`src/rtl/cnt_ctrl_pkg.sv`:
```
// cnt_ctrl_pkg: shared FSM state type and wrap-counter width for cnt_ctrl
package cnt_ctrl_pkg;
  typedef enum logic [1:0] {IDLE, LOAD, RUN, DONE} cnt_ctrl_state_t;
  localparam int WRAPS_W = 8;
endpackage

```
`src/rtl/cnt_ctrl_wrap_cnt.sv`:
```
// cnt_ctrl_wrap_cnt: WRAPS_W-bit saturating event counter with sync clear
// Ports: clk, rstn (sync, active-low), clr (sync clear), inc (count enable),
//        value (current count, sticks at all-ones)
module cnt_ctrl_wrap_cnt
  import cnt_ctrl_pkg::*;
(
  input  logic               clk,
  input  logic               rstn,
  input  logic               clr,
  input  logic               inc,
  output logic [WRAPS_W-1:0] value
);
  always_ff @(posedge clk)
    if (!rstn || clr) value <= '0;
    else if (inc && !(&value)) value <= value + 1'b1;
endmodule

```
`src/rtl/cnt_ctrl.sv`:
```
// cnt_ctrl: job controller that presets an up/down counter and runs it to a target
// Ports: clk, rstn (sync, active-low); cmd_valid/cmd_ready handshake with
//        cmd_start, cmd_target, cmd_down; counter drive load_en, load, down;
//        counter feedback count, rollover; status busy, done, done_wraps,
//        and timeout when CNT_CTRL_TIMEOUT_EN is defined.
// Macro CNT_CTRL_TIMEOUT_EN: aborts a job after TIMEOUT RUN cycles without a match.
module cnt_ctrl
  import cnt_ctrl_pkg::*;
#(
  parameter int WIDTH   = 4,
  parameter int TIMEOUT = 64
) (
  input  logic               clk,
  input  logic               rstn,
  input  logic               cmd_valid,
  output logic               cmd_ready,
  input  logic [WIDTH-1:0]   cmd_start,
  input  logic [WIDTH-1:0]   cmd_target,
  input  logic               cmd_down,
  output logic               load_en,
  output logic [WIDTH-1:0]   load,
  output logic               down,
  input  logic [WIDTH-1:0]   count,
  input  logic               rollover,
  output logic               busy,
  output logic               done,
`ifdef CNT_CTRL_TIMEOUT_EN
  output logic [WRAPS_W-1:0] done_wraps,
  output logic               timeout
`else
  output logic [WRAPS_W-1:0] done_wraps
`endif
);
  cnt_ctrl_state_t  state;
  logic [WIDTH-1:0] target;
  logic             k0;
  if (TIMEOUT < 1) begin : g_bad_timeout
    $error("cnt_ctrl: TIMEOUT must be at least 1");
  end
`ifdef CNT_CTRL_TIMEOUT_EN
  localparam int CW = $clog2(TIMEOUT + 1);
  localparam logic [CW-1:0] TLAST = CW'(TIMEOUT - 1);
  logic [CW-1:0] cyc;
`endif
  assign cmd_ready = state == IDLE;
  assign busy      = state != IDLE;
  // load/down double as the latched start value and direction
  always_ff @(posedge clk) begin
    if (!rstn) begin
      state   <= IDLE;
      load_en <= 1'b0;
      load    <= '0;
      down    <= 1'b0;
      done    <= 1'b0;
      target  <= '0;
      k0      <= 1'b0;
`ifdef CNT_CTRL_TIMEOUT_EN
      timeout <= 1'b0;
      cyc     <= '0;
`endif
    end else begin
      load_en <= 1'b0;
      done    <= 1'b0;
      k0      <= 1'b0;
`ifdef CNT_CTRL_TIMEOUT_EN
      timeout <= 1'b0;
`endif
      case (state)
        IDLE: if (cmd_valid) begin
          target  <= cmd_target;
          load    <= cmd_start;
          down    <= cmd_down;
          load_en <= 1'b1;
          state   <= LOAD;
        end
        LOAD: begin
          k0    <= 1'b1;
          state <= RUN;
`ifdef CNT_CTRL_TIMEOUT_EN
          cyc   <= '0;
`endif
        end
        RUN: begin
`ifdef CNT_CTRL_TIMEOUT_EN
          cyc <= cyc + 1'b1;
`endif
          if (count == target) begin
            done  <= 1'b1;
            state <= DONE;
          end
`ifdef CNT_CTRL_TIMEOUT_EN
          else if (cyc == TLAST) begin
            done    <= 1'b1;
            timeout <= 1'b1;
            state   <= DONE;
          end
`endif
        end
        default: state <= IDLE;
      endcase
    end
  end
  // k0 marks RUN cycle k=0, whose rollover is the preset value, not a wrap
  cnt_ctrl_wrap_cnt u_wraps (
    .clk   (clk),
    .rstn  (rstn),
    .clr   (state == LOAD),
    .inc   (state == RUN && !k0 && rollover),
    .value (done_wraps)
  );
endmodule

```
`config.mk`:
```
export PLATFORM = sky130hd
export DESIGN_NAME = cnt_ctrl
export DESIGN_NICKNAME = d
export VERILOG_FILES = /design/src/rtl/cnt_ctrl_pkg.sv /design/src/rtl/cnt_ctrl_wrap_cnt.sv /design/src/rtl/cnt_ctrl.sv
export SDC_FILE = /design/constraint.sdc
export NUM_CORES = 1
export LEC_CHECK = 0
export CAP_MARGIN = 20
export CELL_PAD_IN_SITES_DETAIL_PLACEMENT = 0
export CELL_PAD_IN_SITES_GLOBAL_PLACEMENT = 1
export CORE_MARGIN = 3
export CORE_UTILIZATION = 31
export DETAILED_ROUTE_END_ITERATION = 6
export PLACE_DENSITY_LB_ADDON = 0.08
export SYNTH_ARGS = -nofsm -noshare
export SYNTH_HDL_FRONTEND = slang
export SYNTH_SLANG_ARGS = --single-unit
export TNS_END_PERCENT = 5
```
`constraint.sdc`:
```
create_clock -name clk -period 2.05 [get_ports clk]
set_input_delay 0.41 -clock clk [delete_from_list [all_inputs] [get_ports clk]]
set_output_delay 0.41 -clock clk [all_outputs]
set_load 0.02 [all_outputs]
```
### After elaboration in Yosys (flattened, before gate mapping)

Index checks and enable logic that the tools add are counted.

| word-level totals | value |
|---|---|
| RAM bits | 0 |
| memories kept | 0 |
| ROM bits | 0 |
| flip-flop bits (word level) | 22 |
| latch bits | 0 |
| input port bits | 17 |
| word-level logic and storage cells | 34 |

| cells by class | value |
|---|---|
| mux-type cells | 6 |
| reductions and logical operators | 14 |
| equality and inequality tests | 5 |
| bitwise operators | 0 |
| divide/modulo/power cells | 0 |
| $add $sub $neg | 1 |
| multiply operators | 0 |
| shift-type cells | 0 |
| magnitude comparators | 0 |

Operator list:

| operator | count |
|---|---|
| 8-bit by 1-bit adder with 8-bit output (second input constant) | 1 |
| 2-bit AND reduction | 4 |
| 8-bit AND reduction | 1 |
| 2-bit case mux with 3 select lines | 1 |
| 4-bit equality test | 1 |
| 2-bit two-way mux | 2 |
| 2-bit != test (second input constant) | 2 |
| 1-bit logical AND | 3 |
| 1-bit logical NOT | 3 |
| 1-bit two-way mux | 3 |
| 2-bit by 1-bit equality test with 1-bit output (second input constant) | 1 |
| 2-bit equality test (second input constant) | 1 |
| 2-bit logical NOT | 1 |
| 2-bit nonzero test | 1 |
| 1-bit logical OR | 1 |

### Logic depth before layout (Yosys ltp)

Gate-level depths: netlist of run 1.

| depth | value |
|---|---|
| word-level depth | 4 |
| mapped depth | 7 |
| depth with buffers taken out | 6 |

### Hierarchy

A second synthesis of run 1 with hierarchy kept.

| unflattened totals | value |
|---|---|
| cell total of the unflattened synthesis | 127 |
| area total of the unflattened synthesis | 1098.6 um^2 |

By module, submodules not included:

| module | cells each | area an instance (um^2) | seq. area each (um^2) | times used |
|---|---|---|---|---|
| cnt_ctrl | 79 | 659.4 | 280.3 | 1 |
| cnt_ctrl_wrap_cnt | 48 | 439.2 | 160.2 | 1 |

### Worst setup path before layout of run 1

No wires, ideal clock.

| timing | value |
|---|---|
| path kind | reg2reg |
| start point | register state[0] |
| end point | register u_wraps.value[6] |
| path slack | 581 ps |
| setup time | 91 ps |
| path buffers | 1 |
| cell stages (with the launch flop) | 7 |
| arrival | 1378 ps |
| required time | 1959 ps |
| cell sequence | dfxtp_1 > inv_1 > ha_1 > and3b_1 > buf_4 > and4_1 > a311oi_1 |

| on the way | value |
|---|---|
| cells in the longest elaborated chain, start to end | 4 |
| elaborated cells on any way between the ends | 6 |
| classes of those cells | eq/ne (2); reduce/logical (4) |

Ends and longest elaborated chain:

| item | line | RTL |
|---|---|---|
| from (decl) | cnt_ctrl.sv:34 | `cnt_ctrl_state_t state;` |
| from (signal assigned) | cnt_ctrl.sv:50 | `state <= IDLE;` |
| from (signal assigned) | cnt_ctrl.sv:74 | `state <= LOAD;` |
| from (signal assigned) | cnt_ctrl.sv:78 | `state <= RUN;` |
| 2-bit equality test | cnt_ctrl.sv:108 | `.inc (state == RUN && !k0 && rollover),` |
| 1-bit logical AND (2 in series) | cnt_ctrl.sv:108 |  |
| 1-bit logical AND | cnt_ctrl_wrap_cnt.sv:15 | `else if (inc && !(&value)) value <= value + 1'b1;` |
| to (signal assigned) | cnt_ctrl_wrap_cnt.sv:15 |  |
| to (decl) | cnt_ctrl_wrap_cnt.sv:11 | `output logic [WRAPS_W-1:0] value` |

Parallel ways exist; a longest one is shown, timed or not.
A chain may end at the register's enable or synchronous reset.

### Worst setup path in the final report of run 1

| timing | value |
|---|---|
| start point | register state[1] |
| end point | output busy |

| on the way | value |
|---|---|
| cells in the longest elaborated chain, start to end | 1 |

Ends and longest elaborated chain:

| item | line | RTL |
|---|---|---|
| 2-bit nonzero test | cnt_ctrl.sv:46 | `assign busy = state != IDLE;` |
| to (decl) | cnt_ctrl.sv:25 | `output logic busy,` |

No other way between the ends.

==> results of run 1 <==
==> final timing paths <==
kind	to	depth (start not counted)	startpoint
worst max-delay path	busy	4	state[1]
worst min-delay path	load[2]	2	load[2]
worst max register to register	u_wraps.value[6]	6	state[0]
worst min register to register	load[2]	2	load[2]
==> flip-flops by register name (all words and copies together), names as in the netlist <==
signal and flops:
k0 1, down 1, load 4, done 1, u_wraps.value 8, target 4
state 2, load_en 1
==> repair_timing <==
| item | 4_1_cts | 5_1_grt |
|---|---|---|
| endpoints found under the setup margin | 2 | 0 |
| gates resized for setup | 2 | 0 |
| endpoints found under the hold margin | 0 | 0 |
==> logic make-up (layout without fill, tap and decap cells) <==
logic type,after synthesis,in the layout,synth area share (%)
muxes,2,2,2.18
adders and majority gates,4,4,5.13
and+or+nand+nor,47,47,23.1
xor gates and xnor gates,10,10,8.97
AOI/OAI and AO/OA,18,18,11.7
buffers and inverters,9,43,3.85
DFF,22,22,45.1
==> routing by layer <==
layer	track usage (%)	routed length, um	vias to the layer above
met5	0	0	-
met4	3.59	17	0
met3	4.14	95	2
met2	18.5	990	20
met1	14.0	1000	374
li1	-	-	450
==> cell usage after synthesis, drive strengths merged <==
cell type and number:
dfxtp 22, nand2 20, nor2 10, a21oi 9, inv 5, xnor2 5, xor2 5, ha 4
and2 3, and3 3, nand3 3, o211ai 3, buf 2, clkbuf 2, nand2b 2, nand4 2
nand4b 2, a311oi 1, a31oi 1, and3b 1, and4 1, mux2 1, mux2i 1, o2111ai 1
o21ai 1, o221ai 1, o311ai 1
==> power breakdown <==
part           leakage, nW  internal, mW  total, mW  switching (mW)
Combinational        0.322         0.193      0.457           0.265
Clock               0.0210         0.108      0.241           0.133
Sequential           0.179         0.485      0.518          0.0327
Total                0.522         0.786       1.22           0.430
==> stage by stage <==
step	cell area (um^2)	std cells	utilization [%]	hold slack, ns	power, mW
CTS	1380	188	48.0	0.469	1.24
finish	1380	188	48.0	0.463	1.22
detailed placement	1350	184	46.8	0.450	1.01
global route	1380	188	48.0	0.494	1.31
floorplan	976	112	-	0.449	0.827
global placement	1350	184	46.8	0.442	1.00
==> layout make-up <==
type	count	area (um^2)	share of cell area, %
inverters	5	18.8	1.36
clock buffers	4	36.3	2.63
multi-input cells	81	498	36.1
repair buffers	34	335	24.3
well taps	42	52.6	3.80
flip-flops and latches	22	440	31.9
==> critical path, delay by kind of cell (launching register included) <==
kind / cells / cell delay (ns)
buffers and inverters: 3 / 0.49
adder cells (fa/ha/maj): 1 / 0.25
flip-flops: 1 / 0.38
==> placed cells by master (no fill, tap or decap) <==
cell type | netlist | layout
clkdlybuf4s50_1 | 0 | 31
dfxtp_1 | 22 | 22
nand2_1 | 20 | 20
nor2_1 | 10 | 10
a21oi_1 | 9 | 9
inv_1 | 5 | 5
xnor2_1 | 5 | 5
xor2_1 | 5 | 5
ha_1 | 4 | 4
and2_1 | 3 | 3
nand3_1 | 3 | 3
and3_1 | 3 | 3
o211ai_1 | 3 | 3
clkbuf_4 | 0 | 3
nand2b_1 | 2 | 2
nand4_1 | 2 | 2
nand4b_1 | 2 | 2
dlygate4sd2_1 | 0 | 2
and3b_1 | 1 | 1
and4_1 | 1 | 1
a311oi_1 | 1 | 1
o2111ai_1 | 1 | 1
o21ai_1 | 1 | 1
mux2i_1 | 1 | 1
o221ai_1 | 1 | 1
a31oi_1 | 1 | 1
mux2_2 | 1 | 1
o311ai_0 | 1 | 1
clkbuf_8 | 0 | 1
buf_4 | 1 | 1
==> results.md, run 1 <==
* Worst min path class: flop to flop
* Final setup margin at 0.224 ns
* Reg-to-reg slack, setup at roughly 0.44 ns
* Critical path's slowest cell: dfxtp_1
* Total iterations of the first detailed-routing run at 4
* Pre-CTS WS at about 0.29 ns
* Crit end category: primary output
* H-Tree Depth at 1
* Setup TNS at 0 ns
* Slew Limit Fails at 0
* Top-area cell type share of the netlist area at a little under half
* Core region area at approximately 2900 um^2
* Cells along the critical path: inv_1 -> ha_1 -> inv_1 -> dlygate4sd2_1
* Starting DRT DRC Count at 28
* CP peak stage delay at ~0.38 ns
* Pin count of the biggest net entering global routing at 13
* Routed vias at 846
* CTS buffer count at 3
* Slew headroom at roughly three quarters
* Skew-Pair Late Insertion Delay at roughly 0.3 ns
* Final RePlAce weighted congestion at about 0.85
* Critical path data required time at 1.64 ns
* Syn. warnings at 0
* Fmax at ~0.55 GHz
* CP max FO at 6
* IO Port Bufs at 33
* Sink Count at 22
* Seq/Total Area, Yosys at between 40% and 50%
* Antenna violations before repair at 0
* Outcome: complete, no violations
* Pwr per Cell Area at 880 nW/um^2
* RSZ-0062 raised after global routing: false
* Grt ovf at 0
* Starting Density at 33.9%
* Worst Tran Pin Value at 0.347 ns
* Post-DRT Antenna Nets at 0
* Die area at 3860 um^2
* Die width at around 62 um
* Clock buffer depth at 2
* Synthesized area per cell at between 8 and 9 um^2
* Std cell rows at 19
* Cell mode on critical path: inv_1
* # hold bufs at CTS at 0
* Synth Net Count at 133
* CTS tree: built
* Arrival time worst endpoint at ~1.4 ns
* Unique cell type count in the Yosys netlist at 28
* Final WL at about 2100 um
* Final setup viols at 0
* Diode count at 0
* Ports at 34
* CTS root buf: clkbuf_4
* Synth Instances at between 100 and 150
* First-pass GRT wire length at 3620 um
* Final nets at between 150 and 200
* Fin. Hold Viols at 0
* P&R area growth vs syn at 41.5%
* Number of synthesized register bits at 22
* Worst clock skew at approximately 0.0014 ns
* Ratio of cells with drive above 1 in the final layout at approximately 4.1%
* WL/cell at 11.2 um
* Top cells by area, synth: dfxtp_1 45%, nand2_1 7.7%, ha_1 5.1%, a21oi_1 4.6%, xnor2_1 4.5%
* Post-route minimum period at ~1.8 ns
* Period utilisation layout at 89.1%
* Synth Cell Area at a little under 1000 um^2
* Fillcell total at between 200 and 300
* Peak VDD IR at between 0.6 and 0.7 mV
* Overall routing resource usage at 11.4%
* CP startpoint kind: flop
* Leakage Power at between 0.5 and 0.6 nW
* Maxcap violations at 0
* Post CTS Setup Buffer Count at 0
* Vias in the first global route at about 810
* Crit Path Class: flop to primary output
* Die height at roughly 62 um
* CTS clk-pin slew, worst paths at 0.12 ns
* Dominant cell type by area after synthesis: dfxtp_1
* DP HPWL at 1570 um
* Vias/cell at 4.50
* Drc violations at 0
Power figures use the tool's default switching activity.
==> inputs of run 2 (changes only) <==
- CAP_MARGIN: 20 -> not set
==> results of run 2 <==
Same layout as run 1: the final DEF is identical, and so are final timing and power.
==> inputs of run 3 (changes only) <==
- CORE_UTILIZATION: 31 -> 43
- DONT_BUFFER_PORTS: not set -> 1
==> run 3 against run 2 <==
Largest cell class unchanged; sequential power up 5.6%; non-clock buffer count down 31; largest power group unchanged; cell count down 24%; clock-buffer cell count down 1; die area down 25%; sequential cell count unchanged; sequential share of layout area up 9.4 points; clock power up 37%; first-iteration DRC count down 57%.
==> results.md, run 3 (synthesis gave the netlist of run 1 again) <==
* Die width at 53.6 um (-14%)
* Outcome: complete, no violations
* Overall Power at 1.20 mW (-1.7%)
* Clock buffer depth at 2 (unchanged)
* Final nets at 137 (-18%)
* Critical path data required time at 1.64 ns (about the same)
* Power share of the sequential group at 45.8% (+3.2 points)
* Antenna violations before repair at 0 (unchanged)
* Pin count of the biggest net entering global routing at 14 (+1)
* Commonest non-fill, non-tap cells in the layout: 22 x dfxtp_1, 20 x nand2_1, 10 x nor2_1
* Overall routing resource usage at 15.1% (+3.8 points)
* Drc violations at 0 (unchanged)
* Clk pwr share at 27.6% (+7.8 points)
* Starting Density at 47.3% (+13 points)
* Skew-Pair Late Insertion Delay at 0.31 ns (about the same)
* Ratio of cells with drive above 1 in the final layout at 6.96% (+2.8 points)
* Slew Limit Fails at 0 (unchanged)
* Worst clock skew at 0.00400 ns (+0.00257 ns)
* Die area at 2880 um^2 (-25%)
* P&R area growth vs syn at 9.23%
* Fin. Hold Viols at 0 (unchanged)
* Crit end category: primary output
* IO Port Bufs at 0 (-100%)
* Diode count at 0 (unchanged)
* Combinational power share at 26.6% (-11 points)
* Post-DRT Antenna Nets at 0 (unchanged)
* Period utilisation layout at 84.7% (-4.3 points)
* Std cell rows at 16 (-3)
* WL/cell at 13.1 um (+17%)
* CP startpoint kind: flop
* Pwr per Cell Area at 1120 nW/um^2 (+27%)
* DP HPWL at 1440 um (-8.6%)
* Most common cell after layout, fill and taps aside: dfxtp_1
* Leakage Power at 0.416 nW (-20%)
* Routed vias at 748 (-12%)
* Peak VDD IR at 0.661 mV (-0.33%)
* Post CTS Setup Buffer Count at 0 (unchanged)
* Grt ovf at 0 (unchanged)
* Post-route minimum period at 1.74 ns (-0.0886 ns)
* Ports at 34 (unchanged)
* Final setup viols at 0 (unchanged)
* Starting DRT DRC Count at 12 (-57%)
* Arrival time worst endpoint at 1.33 ns (-0.09 ns)
* Vias in the first global route at 751 (-7.7%)
* Reg area at 440 um^2 (unchanged)
* Sw power at 405 uW (-5.8%)
* RSZ-0062 raised after global routing: false
* Final WL at 1870 um (-11%)
* CTS tree: built
* CTS buffer count at 3 (unchanged)
* Fmax at 0.576 GHz (+5.1%)
* CTS clk-pin slew, worst paths at 0.12 ns (about the same)
* Worst Tran Pin Value at 0.359 ns (+0.0120 ns)
* Vias/cell at 5.27 (+17%)
* Largest regs: u_wraps.value (8), load (4), target (4)
* Core region area at 2060 um^2 (-28%)
* Net Sw Frac at 33.9% (-1.5 points)
* Max FFs per register at 8 (unchanged)
* Multi-input gate area at 498 um^2 (unchanged)
* Reg with most FFs: u_wraps.value
* Setup TNS at 0 ns (unchanged)
* Total iterations of the first detailed-routing run at 4 (unchanged)
* Post-CTS sizing at 0 (-2)
* # hold bufs at CTS at 0 (unchanged)
* Crit Path Class: flop to primary output
* First-pass GRT wire length at 3130 um (-14%)
* Maxcap violations at 0 (unchanged)
* Sink Count at 22 (unchanged)
* Die height at 53.6 um (-14%)
* Fillcell total at 208 (-27%)
* Final RePlAce weighted congestion at 0.771 (-9.3%)
* CTS root buf: clkbuf_4
* CP max FO at 6 (unchanged)
* Worst min path class: primary input to flop
* H-Tree Depth at 1 (unchanged)
* Internal power at 790 uW (+0.52%)
* Slew headroom at 76.1% (-0.74 points)
run 3: cell types whose count changed in the layout (fill, tap and decap cells not counted), sizes merged:
cell	delta
buf	+2
clkbuf	-1
bufinv	+1
clkdlybuf4s50	-31
dlygate4sd2	-2
run 3: final cells by class:
cell class,instances,share of cell area [%]
Clock inverter,1,2.82
Multi-Input combinational cell,81,46.7
Timing Repair Buffer,3,2.11
Sequential cell,22,41.3
Inverter,5,1.76
Tap cell,27,3.17
Clock buffer,3,2.11
run 3: through the flow:
stage	hold slack, ns	instance area, um^2	worst slack [ns]	std cells	util [%]
2_1_floorplan	0.449	976	0.581	112	-
3_3_place_gp	0.454	1010	0.495	138	49.2
3_5_place_dp	0.464	1010	0.440	138	49.2
4_1_cts	0.189	1070	0.284	142	51.7
5_1_grt	0.191	1070	0.206	142	51.7
6_report	0.206	1070	0.313	142	51.7
run 3: routing by layer:
layer	wire [um]	GRT usage, %	share of wire [%]	up-vias
met4	7	6.81	0.38	0
met3	163	6.93	8.7	2
met5	0	0	0	-
li1	-	-	-	387
met1	786	16.1	42	333
met2	908	25.5	49	26
run 3: worst max-delay path, cell delays in order, from the launching register on:
cell     delay (ns)
dfxtp_1        0.34
inv_1          0.10
ha_1           0.38
inv_1          0.20
run 3: final timing paths:
check                                      start                to  slack [ns]  cells past startpoint
worst min-delay path                        rstn              done        0.21                      2
worst min register to register         target[2]         target[2]        0.48                      2
worst max register to register  u_wraps.value[0]  u_wraps.value[1]        0.43                      5
worst max-delay path                    state[0]              busy        0.31                      3
run 3: power groups by stage:
| stage | Combinational [mW] | Sequential [mW] | Clock, mW |
|---|---|---|---|
| floorplan | 0.277 | 0.550 | 0 |
| global placement | 0.317 | 0.557 | 0 |
| detailed placement | 0.324 | 0.559 | 0 |
| CTS | 0.324 | 0.549 | 0.345 |
| global route | 0.367 | 0.554 | 0.356 |
| finish | 0.318 | 0.547 | 0.330 |
